**config.mk**
```make
export PLATFORM = sky130hd
export DESIGN_NAME = core_inst_queue_flat
export DESIGN_NICKNAME = d
export VERILOG_FILES = /design/src/rtl/core_inst_queue_pkg.sv /design/src/rtl/core_inst_queue_if.sv /design/src/rtl/core_inst_queue_bank.sv /design/src/rtl/core_inst_queue.sv /design/src/flat_wrapper.sv
export SDC_FILE = /design/constraint.sdc
export NUM_CORES = 2
export LEC_CHECK = 0
export ABC_AREA = 1
export CAP_MARGIN = 20
export CORE_MARGIN = 2
export CORE_UTILIZATION = 45
export DETAILED_ROUTE_END_ITERATION = 8
export PLACE_DENSITY = 0.65
export SETUP_SLACK_MARGIN = 0.3
export SYNTH_ARGS = -nofsm -noshare
export SYNTH_HDL_FRONTEND = slang
export SYNTH_SLANG_ARGS = --single-unit
```
**constraint.sdc**
```tcl
create_clock -name clk -period 6.88 [get_ports clk]
set_input_delay 1.376 -clock clk [delete_from_list [all_inputs] [get_ports clk]]
set_output_delay 1.376 -clock clk [all_outputs]
set_load 0.05 [all_outputs]
```
**src/rtl/core_inst_queue_pkg.sv**
```systemverilog
// Shared pipeline types for the fetch-to-decode instruction queue.
package core_inst_queue_pkg;

  // Branch predictor result carried alongside each fetched instruction.
  typedef struct packed {
    logic        taken;
    logic [31:0] target;
  } bpu_predict_t;

  // Exception detected during fetch (e.g. page fault, access fault).
  typedef struct packed {
    logic       valid;
    logic [3:0] cause;
  } fetch_excp_t;

  // One instruction package as it travels through the queue.
  typedef struct packed {
    logic [31:0]  pc;
    logic [31:0]  inst;
    fetch_excp_t  fetch_excp;
    bpu_predict_t bpu_predict;
  } inst_package_t;

endpackage

```
**src/rtl/core_inst_queue_if.sv**
```systemverilog
// Producer/consumer bundle for the 2-wide instruction queue.
//
// Handshake: a write group is accepted on a rising clk edge when
// write_valid_i && write_ready_o && !flush_i; write_ready_o guarantees room for
// a full 2-entry group. On the read side read_valid_o[k] flags lane k, and the
// consumer pops min(read_num_i, valid entries) whenever read_ready_i is high.
interface core_inst_queue_if #(
  parameter int DATA_WIDTH = 64
);
  logic                         flush_i;
  logic                         write_valid_i;
  logic                         write_ready_o;
  logic [1:0]                   write_num_i;
  logic [1:0][DATA_WIDTH-1:0]   write_data_i;
  logic [1:0]                   read_valid_o;
  logic                         read_ready_i;
  logic [1:0]                   read_num_i;
  logic [1:0][DATA_WIDTH-1:0]   read_data_o;

  // Driver side (fetch stage and decode stage together).
  modport master (
    output flush_i, write_valid_i, write_num_i, write_data_i, read_ready_i, read_num_i,
    input  write_ready_o, read_valid_o, read_data_o
  );

  // Queue side.
  modport slave (
    input  flush_i, write_valid_i, write_num_i, write_data_i, read_ready_i, read_num_i,
    output write_ready_o, read_valid_o, read_data_o
  );
endinterface

```
**src/rtl/core_inst_queue_bank.sv**
```systemverilog
// One storage bank: 1 write port, 1 asynchronous read port, no reset.
module core_inst_queue_bank #(
  parameter int DATA_WIDTH = 64,
  parameter int ENTRIES    = 8
)(
  input  logic                       clk,
  input  logic                       we,
  input  logic [$clog2(ENTRIES)-1:0] waddr,
  input  logic [DATA_WIDTH-1:0]      wdata,
  input  logic [$clog2(ENTRIES)-1:0] raddr,
  output logic [DATA_WIDTH-1:0]      rdata
);
  logic [DATA_WIDTH-1:0] mem [ENTRIES];

  // Storage write; contents are left undefined after reset on purpose.
  always_ff @(posedge clk) begin
    if (we) mem[waddr] <= wdata;
  end

  assign rdata = mem[raddr];
endmodule

```
**src/rtl/core_inst_queue.sv**
```systemverilog
// 2-wide in / 2-wide out instruction queue with first-word fall-through.
// Entries are interleaved over two banks by index LSB, so consecutive lanes
// always hit different banks and each bank needs only one port per direction.
module core_inst_queue
  import core_inst_queue_pkg::*;
#(
  parameter int DATA_WIDTH = 64 + $bits(bpu_predict_t) + $bits(fetch_excp_t),
  parameter int DEPTH      = 16
)(
  input  logic             clk,
  input  logic             rst,
  core_inst_queue_if.slave bus
);
  localparam int AW = $clog2(DEPTH);
  localparam int BW = AW - 1;
  localparam logic [AW:0] READY_MAX = (AW+1)'(DEPTH - 2);

  logic [AW-1:0] rptr, wptr;
  logic [AW:0]   count;

  logic [1:0]    wnum, rnum;
  logic          accept;
  logic [AW:0]   wr_cnt, pop_cnt;
  logic          we_lane0, we_lane1;
  logic [AW-1:0] waddr0, waddr1, raddr0, raddr1;
  logic          wswap, rswap;

  logic                  b0_we, b1_we;
  logic [BW-1:0]         b0_waddr, b1_waddr, b0_raddr, b1_raddr;
  logic [DATA_WIDTH-1:0] b0_wdata, b1_wdata, b0_rdata, b1_rdata;

  // A full group must always fit, so readiness leaves two free slots.
  assign bus.write_ready_o = (count <= READY_MAX);
  assign bus.read_valid_o  = {count > (AW+1)'(1), count > (AW+1)'(0)};

  // Group sizes: 3 behaves as 2 on both sides; pops are clamped to occupancy.
  assign wnum    = (bus.write_num_i == 2'd3) ? 2'd2 : bus.write_num_i;
  assign rnum    = (bus.read_num_i  == 2'd3) ? 2'd2 : bus.read_num_i;
  assign accept  = bus.write_valid_i && bus.write_ready_o && !bus.flush_i;
  assign wr_cnt  = accept ? (AW+1)'(wnum) : '0;
  assign pop_cnt = !bus.read_ready_i ? '0 :
                   (count < (AW+1)'(rnum)) ? count : (AW+1)'(rnum);

  assign we_lane0 = accept && (wnum != 2'd0);
  assign we_lane1 = accept && (wnum == 2'd2);

  // Lane addresses wrap naturally in AW bits.
  assign waddr0 = wptr;
  assign waddr1 = wptr + AW'(1);
  assign raddr0 = rptr;
  assign raddr1 = rptr + AW'(1);
  assign wswap  = wptr[0];
  assign rswap  = rptr[0];

  // Steer each lane to the bank selected by its entry LSB.
  assign b0_we    = wswap ? we_lane1 : we_lane0;
  assign b1_we    = wswap ? we_lane0 : we_lane1;
  assign b0_waddr = wswap ? waddr1[AW-1:1] : waddr0[AW-1:1];
  assign b1_waddr = wswap ? waddr0[AW-1:1] : waddr1[AW-1:1];
  assign b0_wdata = wswap ? bus.write_data_i[1] : bus.write_data_i[0];
  assign b1_wdata = wswap ? bus.write_data_i[0] : bus.write_data_i[1];
  assign b0_raddr = rswap ? raddr1[AW-1:1] : raddr0[AW-1:1];
  assign b1_raddr = rswap ? raddr0[AW-1:1] : raddr1[AW-1:1];

  assign bus.read_data_o[0] = rswap ? b1_rdata : b0_rdata;
  assign bus.read_data_o[1] = rswap ? b0_rdata : b1_rdata;

  core_inst_queue_bank #(.DATA_WIDTH(DATA_WIDTH), .ENTRIES(DEPTH/2)) u_bank0 (
    .clk   (clk),
    .we    (b0_we),
    .waddr (b0_waddr),
    .wdata (b0_wdata),
    .raddr (b0_raddr),
    .rdata (b0_rdata)
  );

  core_inst_queue_bank #(.DATA_WIDTH(DATA_WIDTH), .ENTRIES(DEPTH/2)) u_bank1 (
    .clk   (clk),
    .we    (b1_we),
    .waddr (b1_waddr),
    .wdata (b1_wdata),
    .raddr (b1_raddr),
    .rdata (b1_rdata)
  );

  // Pointer and occupancy update; flush wins over any same-cycle traffic.
  always_ff @(posedge clk or posedge rst) begin
    if (rst) begin
      rptr  <= '0;
      wptr  <= '0;
      count <= '0;
    end else if (bus.flush_i) begin
      rptr  <= '0;
      wptr  <= '0;
      count <= '0;
    end else begin
      rptr  <= rptr + pop_cnt[AW-1:0];
      wptr  <= wptr + wr_cnt[AW-1:0];
      count <= count + wr_cnt - pop_cnt;
    end
  end
endmodule

```
**src/flat_wrapper.sv**
```systemverilog
// flat-port wrapper written by rule: the top's interface ports become plain ports
module core_inst_queue_flat import core_inst_queue_pkg::*;
#(
  parameter int DATA_WIDTH = 64 + $bits(bpu_predict_t) + $bits(fetch_excp_t),
  parameter int DEPTH      = 16
)
  (clk, rst, bus_flush_i, bus_write_valid_i, bus_write_num_i, bus_write_data_i, bus_read_ready_i, bus_read_num_i, bus_write_ready_o, bus_read_valid_o, bus_read_data_o);
  core_inst_queue_if #(.DATA_WIDTH(DATA_WIDTH)) bus_i ();
  input  logic clk;
  input  logic rst;
  input wire logic [$bits(bus_i.flush_i)-1:0] bus_flush_i;
  input wire logic [$bits(bus_i.write_valid_i)-1:0] bus_write_valid_i;
  input wire logic [$bits(bus_i.write_num_i)-1:0] bus_write_num_i;
  input wire logic [$bits(bus_i.write_data_i)-1:0] bus_write_data_i;
  input wire logic [$bits(bus_i.read_ready_i)-1:0] bus_read_ready_i;
  input wire logic [$bits(bus_i.read_num_i)-1:0] bus_read_num_i;
  output wire logic [$bits(bus_i.write_ready_o)-1:0] bus_write_ready_o;
  output wire logic [$bits(bus_i.read_valid_o)-1:0] bus_read_valid_o;
  output wire logic [$bits(bus_i.read_data_o)-1:0] bus_read_data_o;
  assign bus_i.flush_i = bus_flush_i;
  assign bus_i.write_valid_i = bus_write_valid_i;
  assign bus_i.write_num_i = bus_write_num_i;
  assign bus_i.write_data_i = bus_write_data_i;
  assign bus_i.read_ready_i = bus_read_ready_i;
  assign bus_i.read_num_i = bus_read_num_i;
  assign bus_write_ready_o = bus_i.write_ready_o;
  assign bus_read_valid_o = bus_i.read_valid_o;
  assign bus_read_data_o = bus_i.read_data_o;
  core_inst_queue #(.DATA_WIDTH(DATA_WIDTH), .DEPTH(DEPTH)) u_core (.clk(clk), .rst(rst), .bus(bus_i));
endmodule
```
Yosys cells after proc, flatten, opt, wreduce, memory -nomap -nowiden
Memory sizes are Yosys's and may differ from the RTL's.
Cells that the tools add are included.
{"block": "totals", "regBits": 13, "in_bits": 213, "output_inout_bits": 207, "mem_bits_rw": 1632, "wordCells": 46, "n_memories": 2}
{"block": "op_classes", "muxes": 22, "n_eq_ne": 3, "n_reduce_logical": 6, "n_lt_le_gt_ge": 4, "add_sub_neg": 6}
{"memory": "u_core.u_bank0.mem", "words": 8, "width": 102, "rd": 1, "rd_ports_with_merged_regs": 0, "wr": 1, "line_no": "core_inst_queue_bank.sv:13", "rtl": "logic [DATA_WIDTH-1:0] mem [ENTRIES];"}
{"memory": "u_core.u_bank1.mem", "words": 8, "width": 102, "rd": 1, "rd_ports_with_merged_regs": 0, "wr": 1, "line_no": "core_inst_queue_bank.sv:13"}
{"cell": "102-bit 2-to-1 mux", "count": 4}
{"cell": "5-bit 2-to-1 mux", "count": 3}
{"cell": "3-bit 2-to-1 mux", "count": 4}
{"cell": "5-bit by 1-bit > comparator with 1-bit output, second input constant", "count": 2}
{"cell": "4-bit by 1-bit adder with 4-bit output, second input constant", "count": 2}
{"cell": "4-bit adder", "count": 2}
{"cell": "4-bit 2-to-1 mux", "count": 2}
{"cell": "2-bit == test, second input constant", "count": 3}
{"cell": "1-bit 2-to-1 mux", "count": 6}
{"cell": "2-bit 2-to-1 mux", "count": 3}
{"cell": "5-bit adder", "count": 1}
{"cell": "5-bit by 4-bit less-or-equal comparator with 1-bit output, second input constant", "count": 1}
{"cell": "5-bit by 2-bit less-than comparator with 1-bit output", "count": 1}
{"cell": "5-bit subtractor", "count": 1}
{"cell": "1-bit logical AND", "count": 4}
{"cell": "2-bit nonzero test", "count": 1}
{"cell": "1-bit zero test", "count": 1}

Logic depth before layout (Yosys ltp)
{"block": "depth", "ltp_word": 7, "mapped_depth": 18, "mapped_depth_nobuf": 18}

Modules after synthesis
Synthesis repeated with hierarchy kept, for this count alone.
{"block": "hier_totals", "cells_unflattened": 8356, "area_unflattened_um2": 76733.6}
{"module": "core_inst_queue_bank", "instances": 2, "cells_each": 3543, "area_per_inst_um2": 35351.4, "seq_area_each_um2": 24503.5}
{"module": "core_inst_queue", "instances": 1, "cells_each": 1270, "area_per_inst_um2": 6030.8, "seq_area_each_um2": 325.3}

Least setup slack after synthesis
No wires, ideal clock.
{"block": "synth_timing", "path_kind": "reg-to-reg", "start": "register u_core.count[3]", "end": "memory u_core.u_bank1.mem[1][0] (netlist bit) (enable)", "synth_period_minus_slack_ns": 7.615, "path_stages_with_launch": 8, "t_arrival_ns": 7.018, "setup_slack_ns": -0.735, "path_buffers": 1, "setup_time_ns": 0.597, "required_ns": 6.283, "cell_sequence": "dfrtp_1 ha_1 nand3_1 nor2_1 nor2_1 nand3_2 buf_2 a21oi_1"}
{"block": "synth_via", "elab_chain_cells": 7, "word_cells_on_any_way": 8, "classes_between": "1 x order compare; 3 x mux; 4 x reduce/logical"}
{"element": "start, declared", "line_no": "core_inst_queue.sv:19", "rtl": "logic [AW:0] count;"}
{"element": "start signal, assigned", "line_no": "core_inst_queue.sv:99", "rtl": "count <= count + wr_cnt - pop_cnt;"}
{"element": "5-bit by 4-bit less-or-equal comparator with 1-bit output (*)", "line_no": "core_inst_queue.sv:33", "rtl": "assign bus.write_ready_o = (count <= READY_MAX);"}
{"element": "named net bus_write_ready_o", "line_no": "flat_wrapper.sv:17", "rtl": "output wire logic [$bits(bus_i.write_ready_o)-1:0] bus_write_ready_o;"}
{"element": "1-bit logical AND (*) (2 in a row)", "line_no": "core_inst_queue.sv:39", "rtl": "assign accept = bus.write_valid_i && bus.write_ready_o && !bus.flush_i;"}
{"element": "1-bit logical AND, on equally long branches", "line_no": "core_inst_queue.sv:45, core_inst_queue.sv:44"}
{"element": "1-bit 2-to-1 mux (*)", "line_no": "core_inst_queue.sv:57", "rtl": "assign b1_we = wswap ? we_lane0 : we_lane1;"}
{"element": "1-bit 2-to-1 mux (*)", "line_no": "core_inst_queue_bank.sv:17", "rtl": "if (we) mem[waddr] <= wdata;"}
{"element": "1-bit 2-to-1 mux (not written as such) (*)", "line_no": "core_inst_queue_bank.sv:17"}
{"element": "end, declared", "line_no": "core_inst_queue_bank.sv:13"}
Mark *: on every way through the listed nets, which the timed path passes. The rest lies on a longest branch.

Final worst setup path
{"block": "layout_timing", "start": "register u_core.rptr[3], in the netlist u_core.raddr0[3]", "end": "output port bus_read_data_o[100]"}
{"block": "layout_via", "elab_chain_cells": 4, "word_cells_on_any_way": 6, "classes_between": "1 x add/sub; 3 x mux; 2 x memory"}
{"element": "start, declared", "line_no": "core_inst_queue.sv:18", "rtl": "logic [AW-1:0] rptr, wptr;"}
{"element": "start signal, assigned", "line_no": "core_inst_queue.sv:97", "rtl": "rptr <= rptr + pop_cnt[AW-1:0];"}
{"element": "4-bit by 1-bit adder with 4-bit output", "line_no": "core_inst_queue.sv:51", "rtl": "assign raddr1 = rptr + AW'(1);"}
{"element": "3-bit 2-to-1 mux, on equally long branches", "line_no": "core_inst_queue.sv:62, core_inst_queue.sv:63"}
{"element": "memory read 8 x 102 bit"}
{"element": "102-bit 2-to-1 mux (*)", "line_no": "core_inst_queue.sv:65", "rtl": "assign bus.read_data_o[0] = rswap ? b1_rdata : b0_rdata;"}
{"element": "end, declared", "line_no": "flat_wrapper.sv:19", "rtl": "output wire logic [$bits(bus_i.read_data_o)-1:0] bus_read_data_o;"}
Mark *: on every way between the ends. The rest lies on a longest branch, timed or not.

==> metrics.md <==
| Metric | Value |
|---|---|
| Outcome | `complete, no violations` |
| Layout Skew | `0.0232 ns` |
| Post CTS Setup Buffer Count | `0` |
| Chip height | `roughly 400 um` |
| H-Tree Level Count | `4` |
| Avg Synthesized Cell Area | `about 10 um2` |
| Total grt overflow | `0` |
| Most frequent cells in the layout | `nand2_1 (1785), edfxtp_1 (1632), nor2_1 (1483)` |
| Netlist cell types | `30` |
| Setup slack after layout | `0.554 ns` |
| MaxCap Viol Count | `0` |
| First-pass GRT wire length | `345 mm` |
| Sink Count | `1645` |
| Routed Antenna Nets | `0` |
| Final setup violation count | `0` |
| CTS tree | `built` |
| Std cell rows | `148` |
| Placement Cell Area | `80200 um2` |
| #FFs+latches synth | `approximately 1600` |
| Final hold vios | `0` |
| Post-Synthesis Cells | `7341` |
| Fin Hold WS | `0.632 ns` |
| Clock share of power | `0.207` |
| Worst slew margin relative to its limit | `0.181` |
| Die width | `408 um` |
| Mapped cell area | `73600 um2` |
| Final net count | `7862` |
| Sequential-to-total area share from yosys stat | `0.671` |
| Startpoint types | `flop` |
| Detail Placement HPWL | `134 mm` |
| P_int | `between 20000 and 25000 uW` |
| Sw power | `just over 20000 uW` |
| FF-to-FF setup slack | `around 2.8 ns` |
| Final period util | `0.920` |
| WL per Instance | `roughly 24 um` |
| CTS Buf Count | `169` |
| Clk Tree Root Cell | `clkbuf_16` |
| PD cells | `504 nW/um2` |
| Cts hold-fix bufs | `0` |
| Pleak | `around 0.033 uW` |
| Place WS | `1.45 ns` |
| CTS max path bufs | `3` |
| Endpoint type of the worst setup path | `output port` |
| Combinational share of power | `0.529` |
| Fmax | `158 MHz` |
| VDD IR max | `807 uV` |
| CP Data Required Time | `5.50 ns` |
| Share of layout cells above drive strength 1 | `0.0552` |
| DR DRC count | `0` |
| Commonest non-fill, non-tap cell in the layout | `nand2_1` |
| Drt first pass iters | `7` |
| Die area | `167000 um2` |
| Design Area, Final | `85800 um2` |
| Port Buffers | `419` |
| Clk slew on worst S/H paths | `0.06 ns` |
| Core area | `163000 um2` |
| Final min period | `6.33 ns` |
| Power Total | `43200 uW` |
| # IOs | `420` |
| All-Layer GR Usage | `0.278` |
| Fill count | `14045` |
| Pins Over Slew Limit | `0` |
| Antenna violations before repair | `19` |
| Crit path kind | `reg -> out` |
| Worst EP arrival | `slightly below 5 ns` |
| Worst Tran Pin Value | `1.22 ns` |
| Drt via density | `5.58` |
| Initial Util | `0.452` |
| Syn. warnings | `0` |
| CP max FO | `~170` |
| Sequential Power Share | `0.265` |
| Total Wirelength | `about 240 mm` |
| RSZ-0062 raised after global routing | `no` |
| Via count | `~55000` |
| Syn Nets | `7577` |
| Sw Ratio | `0.480` |
| Area growth syn-to-layout | `16.6%` |
| HP Class | `reg -> reg` |
| Worst-Skew Late Latency | `about 0.8 ns` |
| Resize count post-CTS | `0` |
| Vias in the first global route | `52560` |
| Largest net degree at the start of global routing | `210` |
| Initial DRC Count | `slightly above 7000` |
| RePlAce Congestion | `about 0.93` |
[state kept, by name, indices dropped and copies added, names as in the netlist]
signal,cells
u_core.count,5
u_core.raddr0,4
u_core.u_bank0.mem,816
u_core.u_bank1.mem,816
u_core.waddr0,4
[logic make-up (layout without fill, tap and decap cells)]
| family | Yosys count | in the layout | synth area share |
|---|---|---|---|
| other cells | 0 | 9 | 0 |
| simple gates | 4500 | 4500 | 0.252 |
| flops | 1645 | 1645 | 0.671 |
| fa+ha+maj | 23 | 23 | 0.00432 |
| compound gates | 310 | 310 | 0.0232 |
| buf+inv | 857 | 1276 | 0.0491 |
| xor+xnor | 6 | 6 | 0.000714 |
[synth_stat cells]
library cell	number	share of area
nand2_1	1789	0.091
edfxtp_1	1632	0.67
nor2_1	1484	0.076
nand3_1	1143	0.078
inv_1	396	0.020
buf_2	220	0.015
o21ai_0	218	0.015
clkbuf_1	165	0.0084
a21boi_0	56	0.0057
and2_0	49	0.0042
buf_1	41	0.0021
buf_4	26	0.0027
a21oi_1	24	0.0016
ha_1	19	0.0032
and2_1	15	0.0013
dfrtp_1	13	0.0044
or2_2	9	0.00077
o21ai_1	7	0.00048
inv_2	6	0.00031
fa_1	4	0.0011
a21boi_1	3	0.00031
buf_6	3	0.00046
nand2_2	3	0.00026
nand3_2	3	0.00041
nand4_1	3	0.00026
xnor2_1	3	0.00036
xor2_1	3	0.00036
nand3b_1	2	0.00020
a32oi_1	1	0.00012
o21bai_1	1	0.00010
[power groups by stage]
stage | combinational [uW] | clock (uW) | sequential [uW]
after floorplan | 14300 | 0 | 11600
after detailed placement | 22500 | 0 | 11600
after CTS | 22600 | 8990 | 11400
final | 22800 | 8930 | 11400
after global placement | 22400 | 0 | 11600
after global routing | 24100 | 9390 | 11400
[layout make-up]
type / count / area (um2) / area share
diodes: 9 / 22.5 / 0.000262
clock buffers: 207 / 4460 / 0.0519
clock inverters: 98 / 881 / 0.0103
inverters: 402 / 1540 / 0.0180
multi-input cells: 4839 / 20900 / 0.244
flip-flops and latches: 1645 / 49300 / 0.575
well taps: 2175 / 2720 / 0.0317
repair buffers: 569 / 5930 / 0.0691
[critical path, stage by stage (launching register included)]
cell,delay [ns]
dfrtp_4,0.47
buf_12,0.63
buf_4,0.86
nor2_1,0.12
nor2_1,0.15
nand3_1,0.08
nand3_1,0.16
nand3_1,0.10
nand2_1,0.39
clkdlybuf4s50_1,0.89
[stage by stage]
| step | cells | utilization | setup TNS, ns |
|---|---|---|---|
| final | 9944 | 0.528 | 0 |
| after global routing | 9937 | 0.528 | 0 |
| after CTS | 9905 | 0.526 | 0 |
| after detailed placement | 9600 | 0.493 | 0 |
| after global placement | 9590 | 0.493 | 0 |
| after floorplan | 7341 | - | -1122.59 |
[worst paths after layout]
check / from / end / depth (start not counted)
setup reg to reg: u_core.waddr0[0] / u_core.u_bank0.mem[4][34] / 4
setup / recovery: u_core.raddr0[3] / bus_read_data_o[100] / 9
hold / removal: u_core.waddr0[3] / u_core.waddr0[3] / 1
hold reg to reg: u_core.waddr0[3] / u_core.waddr0[3] / 1
min in group asynchronous: rst / u_core.waddr0[1] / 2
max in group asynchronous: rst / u_core.raddr0[0] / 2
[routing by layer]
layer  part of all wire  global-route usage  vias to the layer above  routed length (um)
met5            0.00044                   0                        -                 103
met4              0.046               0.124                       14               10900
met3               0.10              0.0595                      526               24200
met2               0.46               0.444                     2989              109000
met1               0.39               0.366                    26807               92000
li1                   -                   -                    25115                   -
Power figures use the tool's default switching activity.
